`src/rtl/issue_ctrl_pkg.sv`:
```
// Shared constants for the issue controller: RV32I opcodes, instruction field
// helpers, issue operation codes, FSM state encodings and the decoded-entry struct.
// Imported by issue_ctrl and issue_ctrl_decoder.
package issue_ctrl_pkg;

    localparam int OPTYPE_W = 6;

    // RV32I major opcodes (instr[6:0])
    localparam logic [6:0] OPC_LUI    = 7'b0110111;
    localparam logic [6:0] OPC_AUIPC  = 7'b0010111;
    localparam logic [6:0] OPC_JAL    = 7'b1101111;
    localparam logic [6:0] OPC_JALR   = 7'b1100111;
    localparam logic [6:0] OPC_BRANCH = 7'b1100011;
    localparam logic [6:0] OPC_LOAD   = 7'b0000011;
    localparam logic [6:0] OPC_STORE  = 7'b0100011;
    localparam logic [6:0] OPC_OPIMM  = 7'b0010011;
    localparam logic [6:0] OPC_OP     = 7'b0110011;

    typedef enum logic [OPTYPE_W-1:0] {
        OP_NONE = 6'd0,
        OP_LUI, OP_AUIPC, OP_JAL, OP_JALR,
        OP_BEQ, OP_BNE, OP_BLT, OP_BGE, OP_BLTU, OP_BGEU,
        OP_LB, OP_LH, OP_LW, OP_LBU, OP_LHU,
        OP_SB, OP_SH, OP_SW,
        OP_ADDI, OP_SLTI, OP_SLTIU, OP_XORI, OP_ORI, OP_ANDI,
        OP_SLLI, OP_SRLI, OP_SRAI,
        OP_ADD, OP_SUB, OP_SLL, OP_SLT, OP_SLTU, OP_XOR,
        OP_SRL, OP_SRA, OP_OR, OP_AND
    } optype_e;

    typedef enum logic [1:0] {
        ST_RUN   = 2'd0,
        ST_STALL = 2'd1,
        ST_FLUSH = 2'd2
    } state_e;

    typedef struct packed {
        logic        valid;     // opcode belongs to the supported RV32I set
        logic        is_ls;     // load/store, routed to the LSB
        logic        is_jump;   // JAL, JALR or conditional branch
        optype_e     optype;
        logic [4:0]  rd;
        logic [4:0]  rs1;
        logic [4:0]  rs2;
        logic [31:0] imm;
    } dec_t;

    // Instruction field helpers
    function automatic logic [6:0] f_opcode(input logic [31:0] i);
        return i[6:0];
    endfunction
    function automatic logic [2:0] f_funct3(input logic [31:0] i);
        return i[14:12];
    endfunction
    function automatic logic [4:0] f_rd(input logic [31:0] i);
        return i[11:7];
    endfunction
    function automatic logic [4:0] f_rs1(input logic [31:0] i);
        return i[19:15];
    endfunction
    function automatic logic [4:0] f_rs2(input logic [31:0] i);
        return i[24:20];
    endfunction

endpackage

```
`src/rtl/issue_ctrl_decoder.sv`:
```
// Purpose: purely combinational RV32I decoder for the issue-queue head entry.
// Ports:   instr (32-bit instruction word) -> dec (decoded fields, valid=0 for
//          opcodes outside RV32I). Zero latency, no flow control.
module issue_ctrl_decoder
    import issue_ctrl_pkg::*;
(
    input  logic [31:0] instr,
    output dec_t        dec
);

    logic [2:0] f3;
    logic       alt;    // instr[30] selects SUB/SRA/SRAI

    assign f3  = f_funct3(instr);
    assign alt = instr[30];

    always_comb begin
        dec         = '0;
        dec.rd      = f_rd(instr);
        dec.rs1     = f_rs1(instr);
        dec.rs2     = f_rs2(instr);
        dec.optype  = OP_NONE;
        case (f_opcode(instr))
            OPC_LUI, OPC_AUIPC: begin
                dec.valid  = 1'b1;
                dec.optype = (f_opcode(instr) == OPC_LUI) ? OP_LUI : OP_AUIPC;
                dec.imm    = {instr[31:12], 12'b0};
                dec.rs1    = 5'd0;
                dec.rs2    = 5'd0;
            end
            OPC_JAL: begin
                dec.valid   = 1'b1;
                dec.is_jump = 1'b1;
                dec.optype  = OP_JAL;
                dec.imm     = {{11{instr[31]}}, instr[31], instr[19:12], instr[20], instr[30:21], 1'b0};
                dec.rs1     = 5'd0;
                dec.rs2     = 5'd0;
            end
            OPC_JALR: begin
                dec.valid   = 1'b1;
                dec.is_jump = 1'b1;
                dec.optype  = OP_JALR;
                dec.imm     = {{20{instr[31]}}, instr[31:20]};
                dec.rs2     = 5'd0;
            end
            OPC_BRANCH: begin
                dec.valid   = 1'b1;
                dec.is_jump = 1'b1;
                dec.imm     = {{19{instr[31]}}, instr[31], instr[7], instr[30:25], instr[11:8], 1'b0};
                dec.rd      = 5'd0;
                case (f3)
                    3'b000:  dec.optype = OP_BEQ;
                    3'b001:  dec.optype = OP_BNE;
                    3'b100:  dec.optype = OP_BLT;
                    3'b101:  dec.optype = OP_BGE;
                    3'b110:  dec.optype = OP_BLTU;
                    3'b111:  dec.optype = OP_BGEU;
                    default: dec.optype = OP_NONE;
                endcase
            end
            OPC_LOAD: begin
                dec.valid = 1'b1;
                dec.is_ls = 1'b1;
                dec.imm   = {{20{instr[31]}}, instr[31:20]};
                dec.rs2   = 5'd0;
                case (f3)
                    3'b000:  dec.optype = OP_LB;
                    3'b001:  dec.optype = OP_LH;
                    3'b010:  dec.optype = OP_LW;
                    3'b100:  dec.optype = OP_LBU;
                    3'b101:  dec.optype = OP_LHU;
                    default: dec.optype = OP_NONE;
                endcase
            end
            OPC_STORE: begin
                dec.valid = 1'b1;
                dec.is_ls = 1'b1;
                dec.imm   = {{20{instr[31]}}, instr[31:25], instr[11:7]};
                dec.rd    = 5'd0;
                case (f3)
                    3'b000:  dec.optype = OP_SB;
                    3'b001:  dec.optype = OP_SH;
                    3'b010:  dec.optype = OP_SW;
                    default: dec.optype = OP_NONE;
                endcase
            end
            OPC_OPIMM: begin
                dec.valid = 1'b1;
                dec.imm   = {{20{instr[31]}}, instr[31:20]};
                dec.rs2   = 5'd0;
                case (f3)
                    3'b000:  dec.optype = OP_ADDI;
                    3'b010:  dec.optype = OP_SLTI;
                    3'b011:  dec.optype = OP_SLTIU;
                    3'b100:  dec.optype = OP_XORI;
                    3'b110:  dec.optype = OP_ORI;
                    3'b111:  dec.optype = OP_ANDI;
                    3'b001:  dec.optype = OP_SLLI;
                    default: dec.optype = alt ? OP_SRAI : OP_SRLI;
                endcase
            end
            OPC_OP: begin
                dec.valid = 1'b1;
                case (f3)
                    3'b000:  dec.optype = alt ? OP_SUB : OP_ADD;
                    3'b001:  dec.optype = OP_SLL;
                    3'b010:  dec.optype = OP_SLT;
                    3'b011:  dec.optype = OP_SLTU;
                    3'b100:  dec.optype = OP_XOR;
                    3'b101:  dec.optype = alt ? OP_SRA : OP_SRL;
                    3'b110:  dec.optype = OP_OR;
                    default: dec.optype = OP_AND;
                endcase
            end
            default: dec.valid = 1'b0;
        endcase
    end

endmodule

```
`src/rtl/issue_ctrl.sv`:
```
// Purpose: in-order instruction queue + issue FSM (RUN/STALL/FLUSH) feeding RS/LSB.
// Latency: accept at edge N -> iss_valid in cycle N+2; with ISSUE_BYPASS_EN an
//          accept into an empty queue that can issue shows iss_valid in N+1.
// Backpressure: if_ready drops when full or flushing; head waits on rob_full and
//          rs_full/lsb_full; rdy low freezes all state.
// Ports: fetch offer (if_*), downstream occupancy (rob/rs/lsb_full), flush,
//        registered issue bundle (iss_*), saturating stall_cnt.
module issue_ctrl
    import issue_ctrl_pkg::*;
#(
    parameter int IQ_DEPTH = 4
) (
    input  logic                clk,
    input  logic                rst,
    input  logic                rdy,
    input  logic                if_valid,
    input  logic [31:0]         if_instr,
    input  logic [31:0]         if_pc,
    input  logic                if_pred_jump,
    output logic                if_ready,
    input  logic                rob_full,
    input  logic                rs_full,
    input  logic                lsb_full,
    input  logic                flush,
    output logic                iss_valid,
    output logic                iss_to_lsb,
    output logic                iss_is_jump,
    output logic [OPTYPE_W-1:0] iss_optype,
    output logic [4:0]          iss_rd,
    output logic [4:0]          iss_rs1,
    output logic [4:0]          iss_rs2,
    output logic [31:0]         iss_imm,
    output logic [31:0]         iss_pc,
    output logic                iss_pred_jump,
    output logic [31:0]         stall_cnt
);

    localparam int PW = $clog2(IQ_DEPTH);
    localparam int CW = PW + 1;

    logic [31:0]   q_instr [IQ_DEPTH];
    logic [31:0]   q_pc    [IQ_DEPTH];
    logic          q_pred  [IQ_DEPTH];
    logic [PW-1:0] head, tail;
    logic [CW-1:0] count;
    state_e        state, state_nxt;

    logic [31:0] dec_instr;
    logic [31:0] src_pc;
    logic        src_pred;
    dec_t        dec;

    logic q_empty, live, dec_go, accept, bypass, write, pop, do_issue;

    assign q_empty = (count == '0);
    assign live    = rdy && !flush;

    // The queue keeps filling behind a blocked head; only FLUSH refuses input.
    assign if_ready = (count < CW'(IQ_DEPTH)) && (state != ST_FLUSH);

`ifdef ISSUE_BYPASS_EN
    // With an empty queue the decoder looks at the incoming word so it can
    // issue at its accept edge without touching the storage.
    assign dec_instr = q_empty ? if_instr     : q_instr[head];
    assign src_pc    = q_empty ? if_pc        : q_pc[head];
    assign src_pred  = q_empty ? if_pred_jump : q_pred[head];
    assign bypass    = accept && q_empty && (!dec.valid || dec_go);
`else
    assign dec_instr = q_instr[head];
    assign src_pc    = q_pc[head];
    assign src_pred  = q_pred[head];
    assign bypass    = 1'b0;
`endif

    issue_ctrl_decoder u_dec (
        .instr (dec_instr),
        .dec   (dec)
    );

    assign dec_go   = !rob_full && (dec.is_ls ? !lsb_full : !rs_full);
    assign accept   = live && if_valid && if_ready;
    assign write    = accept && !bypass;
    // Unsupported heads need no downstream resource, so they pop unconditionally.
    assign pop      = live && !q_empty && (!dec.valid || dec_go);
    assign do_issue = (pop || bypass) && dec.valid;

    always_comb begin
        state_nxt = state;
        if (flush) begin
            state_nxt = ST_FLUSH;
        end else begin
            case (state)
                ST_RUN:   if (!q_empty && !pop) state_nxt = ST_STALL;
                ST_STALL: if (pop || q_empty)   state_nxt = ST_RUN;
                ST_FLUSH: state_nxt = ST_RUN;
                default:  state_nxt = ST_RUN;
            endcase
        end
    end

    // Storage needs no reset: occupancy is tracked solely by count/pointers.
    always_ff @(posedge clk) begin
        if (write) begin
            q_instr[tail] <= if_instr;
            q_pc[tail]    <= if_pc;
            q_pred[tail]  <= if_pred_jump;
        end
    end

    always_ff @(posedge clk) begin
        if (rst) begin
            head          <= '0;
            tail          <= '0;
            count         <= '0;
            state         <= ST_RUN;
            stall_cnt     <= '0;
            iss_valid     <= 1'b0;
            iss_to_lsb    <= 1'b0;
            iss_is_jump   <= 1'b0;
            iss_optype    <= '0;
            iss_rd        <= '0;
            iss_rs1       <= '0;
            iss_rs2       <= '0;
            iss_imm       <= '0;
            iss_pc        <= '0;
            iss_pred_jump <= 1'b0;
        end else if (rdy) begin
            state <= state_nxt;
            if (state == ST_STALL && stall_cnt != '1) begin
                stall_cnt <= stall_cnt + 32'd1;
            end
            if (flush) begin
                head      <= '0;
                tail      <= '0;
                count     <= '0;
                iss_valid <= 1'b0;
            end else begin
                if (write) tail <= tail + PW'(1);
                if (pop)   head <= head + PW'(1);
                count     <= count + CW'(write) - CW'(pop);
                iss_valid <= do_issue;
                if (do_issue) begin
                    iss_to_lsb    <= dec.is_ls;
                    iss_is_jump   <= dec.is_jump;
                    iss_optype    <= dec.optype;
                    iss_rd        <= dec.rd;
                    iss_rs1       <= dec.rs1;
                    iss_rs2       <= dec.rs2;
                    iss_imm       <= dec.imm;
                    iss_pc        <= src_pc;
                    iss_pred_jump <= src_pred;
                end
            end
        end else begin
            iss_valid <= 1'b0;
        end
    end

endmodule
```
`config.mk`:
```
export PLATFORM = sky130hd
export DESIGN_NAME = issue_ctrl
export DESIGN_NICKNAME = d
export VERILOG_FILES = /design/src/rtl/issue_ctrl_pkg.sv /design/src/rtl/issue_ctrl_decoder.sv /design/src/rtl/issue_ctrl.sv
export SDC_FILE = /design/constraint.sdc
export NUM_CORES = 1
export LEC_CHECK = 0
export ABC_AREA = 1
export BUFFER_PORTS_ARGS = -buffer_cell sky130_fd_sc_hd__buf_2
export CORE_MARGIN = 3
export CORE_UTILIZATION = 25
export DETAILED_ROUTE_END_ITERATION = 10
export PLACE_DENSITY_LB_ADDON = 0.08
export SLEW_MARGIN = 15
export SYNTH_ARGS = -nofsm -noshare
export SYNTH_HDL_FRONTEND = slang
export SYNTH_HIERARCHICAL = 1
export SYNTH_SLANG_ARGS = --single-unit
```
`constraint.sdc`:
```
create_clock -name clk -period 4.5 [get_ports clk]
set_input_delay 0.675 -clock clk [delete_from_list [all_inputs] [get_ports clk]]
set_output_delay 0.675 -clock clk [all_outputs]
set_load 0.03 [all_outputs]
```
==> impl_metrics.tcl <==
set metrics [dict create \
    status "finished clean" \
    hpwlAfterDp_um 34300 \
    core_sq_mm 0.0661 \
    fillers 6890 \
    synth_top_area_share_pct 46.6 \
    met2_usage_pct 23.8 \
    drive_above_1_share_pct 19.6 \
    period_share_pct 82.8 \
    synth_flop_cell "edfxtp_1" \
    arrival_ns 4.18 \
    cpPeakStageDelay_ns 0.37 \
    synth_cells 1705 \
    drtPass1Iterations 4 \
    rsz0062_at_grt "false" \
    synth_async_sr_flop_share_pct 0 \
    die_w_um 265 \
    slew_viol_final 0 \
    syn_area_per_cell_sq_um 9.82 \
    synth_edf_count 260 \
    post_cts_resized 0 \
    path_buf_inv 4 \
    fin_crit_ns 3.73 \
    path_delay_family "simple AND/OR/NAND/NOR gates" \
    cp-end-kind "flop" \
    wl_um 53600 \
    ys_seq_elements 392 \
    route.antenna.remaining_nets 0 \
    synth_area_leaders "edfxtp_1 (47%), dfxtp_1 (16%), nand2_1 (7.0%)" \
    syn-num-nets 1786 \
    dr_total_vias 12800 \
    grt_antenna_before_repair 8 \
    power.total_mw 8.30 \
    grt_max_degree 90 \
    dp_slack_ns 0.684 \
    cts_buffer_depth 3 \
    required_ns 4.96 \
    leakage_nw 7.58 \
    crit_chain "buf_4 > o21ai_0 > o22ai_1 > nor2_1 > nand2_1 > nor2_1 > nand2_1 > nand2_1 > nor2_1 > nand2_4 > nand2_1 > nand2_4 > inv_4 > ha_1 > inv_1 > ha_1 > inv_1 > fa_1 > xnor2_1 > o21ai_0" \
    mostFrequentLayoutCells "nand2_1 (313), edfxtp_1 (260), nor2_1 (227), buf_2 (193), o21ai_0 (148)" \
    pwr-share-comb_pct 5.1 \
    top_usage_layer "met2" \
    post_cts_buffers 0 \
    p_sw_share_pct 22.8 \
    die_h_um 265 \
    area_growth_pct 21.8 \
    grt_pass1_vias 12500 \
    drtIter0Drc 885 \
    worstSkewPairLatency_ns 0.60 \
    vias_per_cell 4.58 \
    synth.largest_area_cell "edfxtp_1" \
    p_seq_share_pct 46.7 \
    yosys_warnings 6 \
    yosysSeqAreaShare_pct 62.4 \
    postLayoutSetupSlackWorst_ns 0.775 \
    num_io_pins 195 \
    crit_fanout 32 \
    clock.fmax_ghz 0.268 \
    start_util_pct 25.3 \
    grt_pass1_wl_um 80100 \
    wire_per_inst_um 19.2 \
    cts_sinks 392 \
    grtUsageMet1_pct 20.8 \
    cts_buffers 47 \
    final_cells 2789 \
    critPathKind "reg2reg" \
    clkTransAtPathRegs_ns 0.06 \
    syn_area_sq_mm 0.0167 \
    min_path_type "in2reg" \
    gp_congestion 0.824 \
    finalSetupViolations 0 \
    place_inst 2698 \
    grt_overflow_total 0 \
    htreeDepth 2 \
    drc 0 \
    path_common_cell "nand2_1" \
    p_per_area_mw_per_mm2 407 \
    grt_usage_pct 14.9 \
    switchingPower_mw 1.89 \
    utilization_pct 30.9 \
    row_count 94 \
    mostFrequentLayoutCell "nand2_1" \
    cts-hold-fix-buffers 0 \
    grt.met3_usage_pct 2.89 \
    p_clk_share_pct 48.2 \
    cap_violations 0 \
    hold_viol 0 \
    dieArea_sq_mm 0.0701 \
    crit_path_top_delay_cell "buf_4" \
    io_buffers 194 \
    startpoint_type "flop" \
    p_int_mw 6.40 \
    worst_slew_margin_rel_pct 38.5 \
    worst_pin_slew_ns 0.923 \
    clock-skew-final_ns 0.0269 \
    cts-root-buf "clkbuf_16" \
    synth_cell_types 44 \
    layout.nets 1964 \
    cts_tree "built" \
    peakVddDrop_v 0.000254 \
]
flip-flops by register name, summed over array words and instances, names as in the netlist, 4 cells and up, named ones only:
name / count
iss_optype: 6
q_instr: 128
stall_cnt: 32
q_pc: 128
iss_imm: 32
iss_rs2: 5
q_pred: 4
iss_rs1: 5
iss_rd: 5
iss_pc: 32
synth_stat cells, types with 5 or more instances:
library cell    n
inv_2           6
a21oi_1       119
nand2_1       314
dfxtp_1       132
o21ai_0       148
buf_6           7
nand2_2        18
nor2_1        231
a21oi_2        11
nand4_1         9
o22ai_1        65
nand3b_1       11
inv_1          73
xor2_1          6
nand3_2        13
nand3_1       141
edfxtp_1      260
xnor2_1         9
nor2_4          5
clkbuf_1       64
buf_2          17
nand2_4         5
ha_1            7
metrics by stage:
stage               instance area [sq um]  hold slack, ns  TNS [ns]
CTS                                 20400           0.244         0
detailed placement                  18700           0.450         0
global placement                    18700           0.448         0
floorplan                           16700           0.453     -2.61
finish                              20400           0.292         0
global route                        20400           0.255         0
metal layers:
metal / share of wire, % / up-vias
li1: - / 6268
met1: 48 / 6196
met2: 45 / 237
met3: 4.5 / 76
met4: 1.9 / 6
met5: 0.078 / -
power groups by stage:
| stage | Combinational [mW] | Clock, mW | Sequential [mW] |
|---|---|---|---|
| after floorplan | 0.235 | 0 | 3.95 |
| after detailed placement | 0.429 | 0 | 3.95 |
| final | 0.421 | 4.00 | 3.87 |
| after global placement | 0.428 | 0 | 3.95 |
| after global routing | 0.469 | 4.29 | 3.87 |
| after CTS | 0.430 | 4.15 | 3.87 |
worst register-to-register path: stages (launching register included):
cell and delay (ns):
dfxtp_1 0.32, buf_4 0.37, o21ai_0 0.16, o22ai_1 0.37, nor2_1 0.07, nand2_1 0.20, nor2_1 0.09, nand2_1 0.16
nand2_1 0.11, nor2_1 0.31, nand2_4 0.09, nand2_1 0.12, nand2_4 0.08, inv_4 0.08, ha_1 0.22, inv_1 0.06
ha_1 0.13, inv_1 0.05, fa_1 0.37, xnor2_1 0.15, o21ai_0 0.08
worst paths after layout:
check / cells after the start / slack [ns] / endpoint / from
worst min-delay path: 1 / 0.29 / q_pc[0][8] / if_pc[8]
worst min register to register: 2 / 0.46 / iss_rs1[3] / iss_rs1[3]
worst max register to register: 20 / 0.77 / count[2] / flop
worst max-delay path: 20 / 0.77 / count[2] / flop
area by class of cell:
class | count | area [sq um] | area share (%)
Antenna cell | 3 | 7.51 | 0.0368
Sequential cell | 392 | 10500 | 51.2
Clock buffer | 65 | 1340 | 6.54
Clock inverter | 23 | 324 | 1.59
Timing Repair Buffer | 223 | 1300 | 6.39
Inverter | 83 | 322 | 1.58
Multi-Input combinational cell | 1136 | 5570 | 27.3
Tap cell | 864 | 1080 | 5.30
kinds of logic (layout without fill, tap and decap cells):
group	count (synthesis)	in the layout	share of synthesized area (%)
flops	392	392	62.4
mux	1	1	0.0598
other cells	0	3	0
xor+xnor	15	15	0.784
compound gates	349	349	11.3
fa+ha+maj	8	8	0.642
buf+inv	177	394	4.58
simple gates	763	763	20.3
Power figures use the tool's default switching activity.
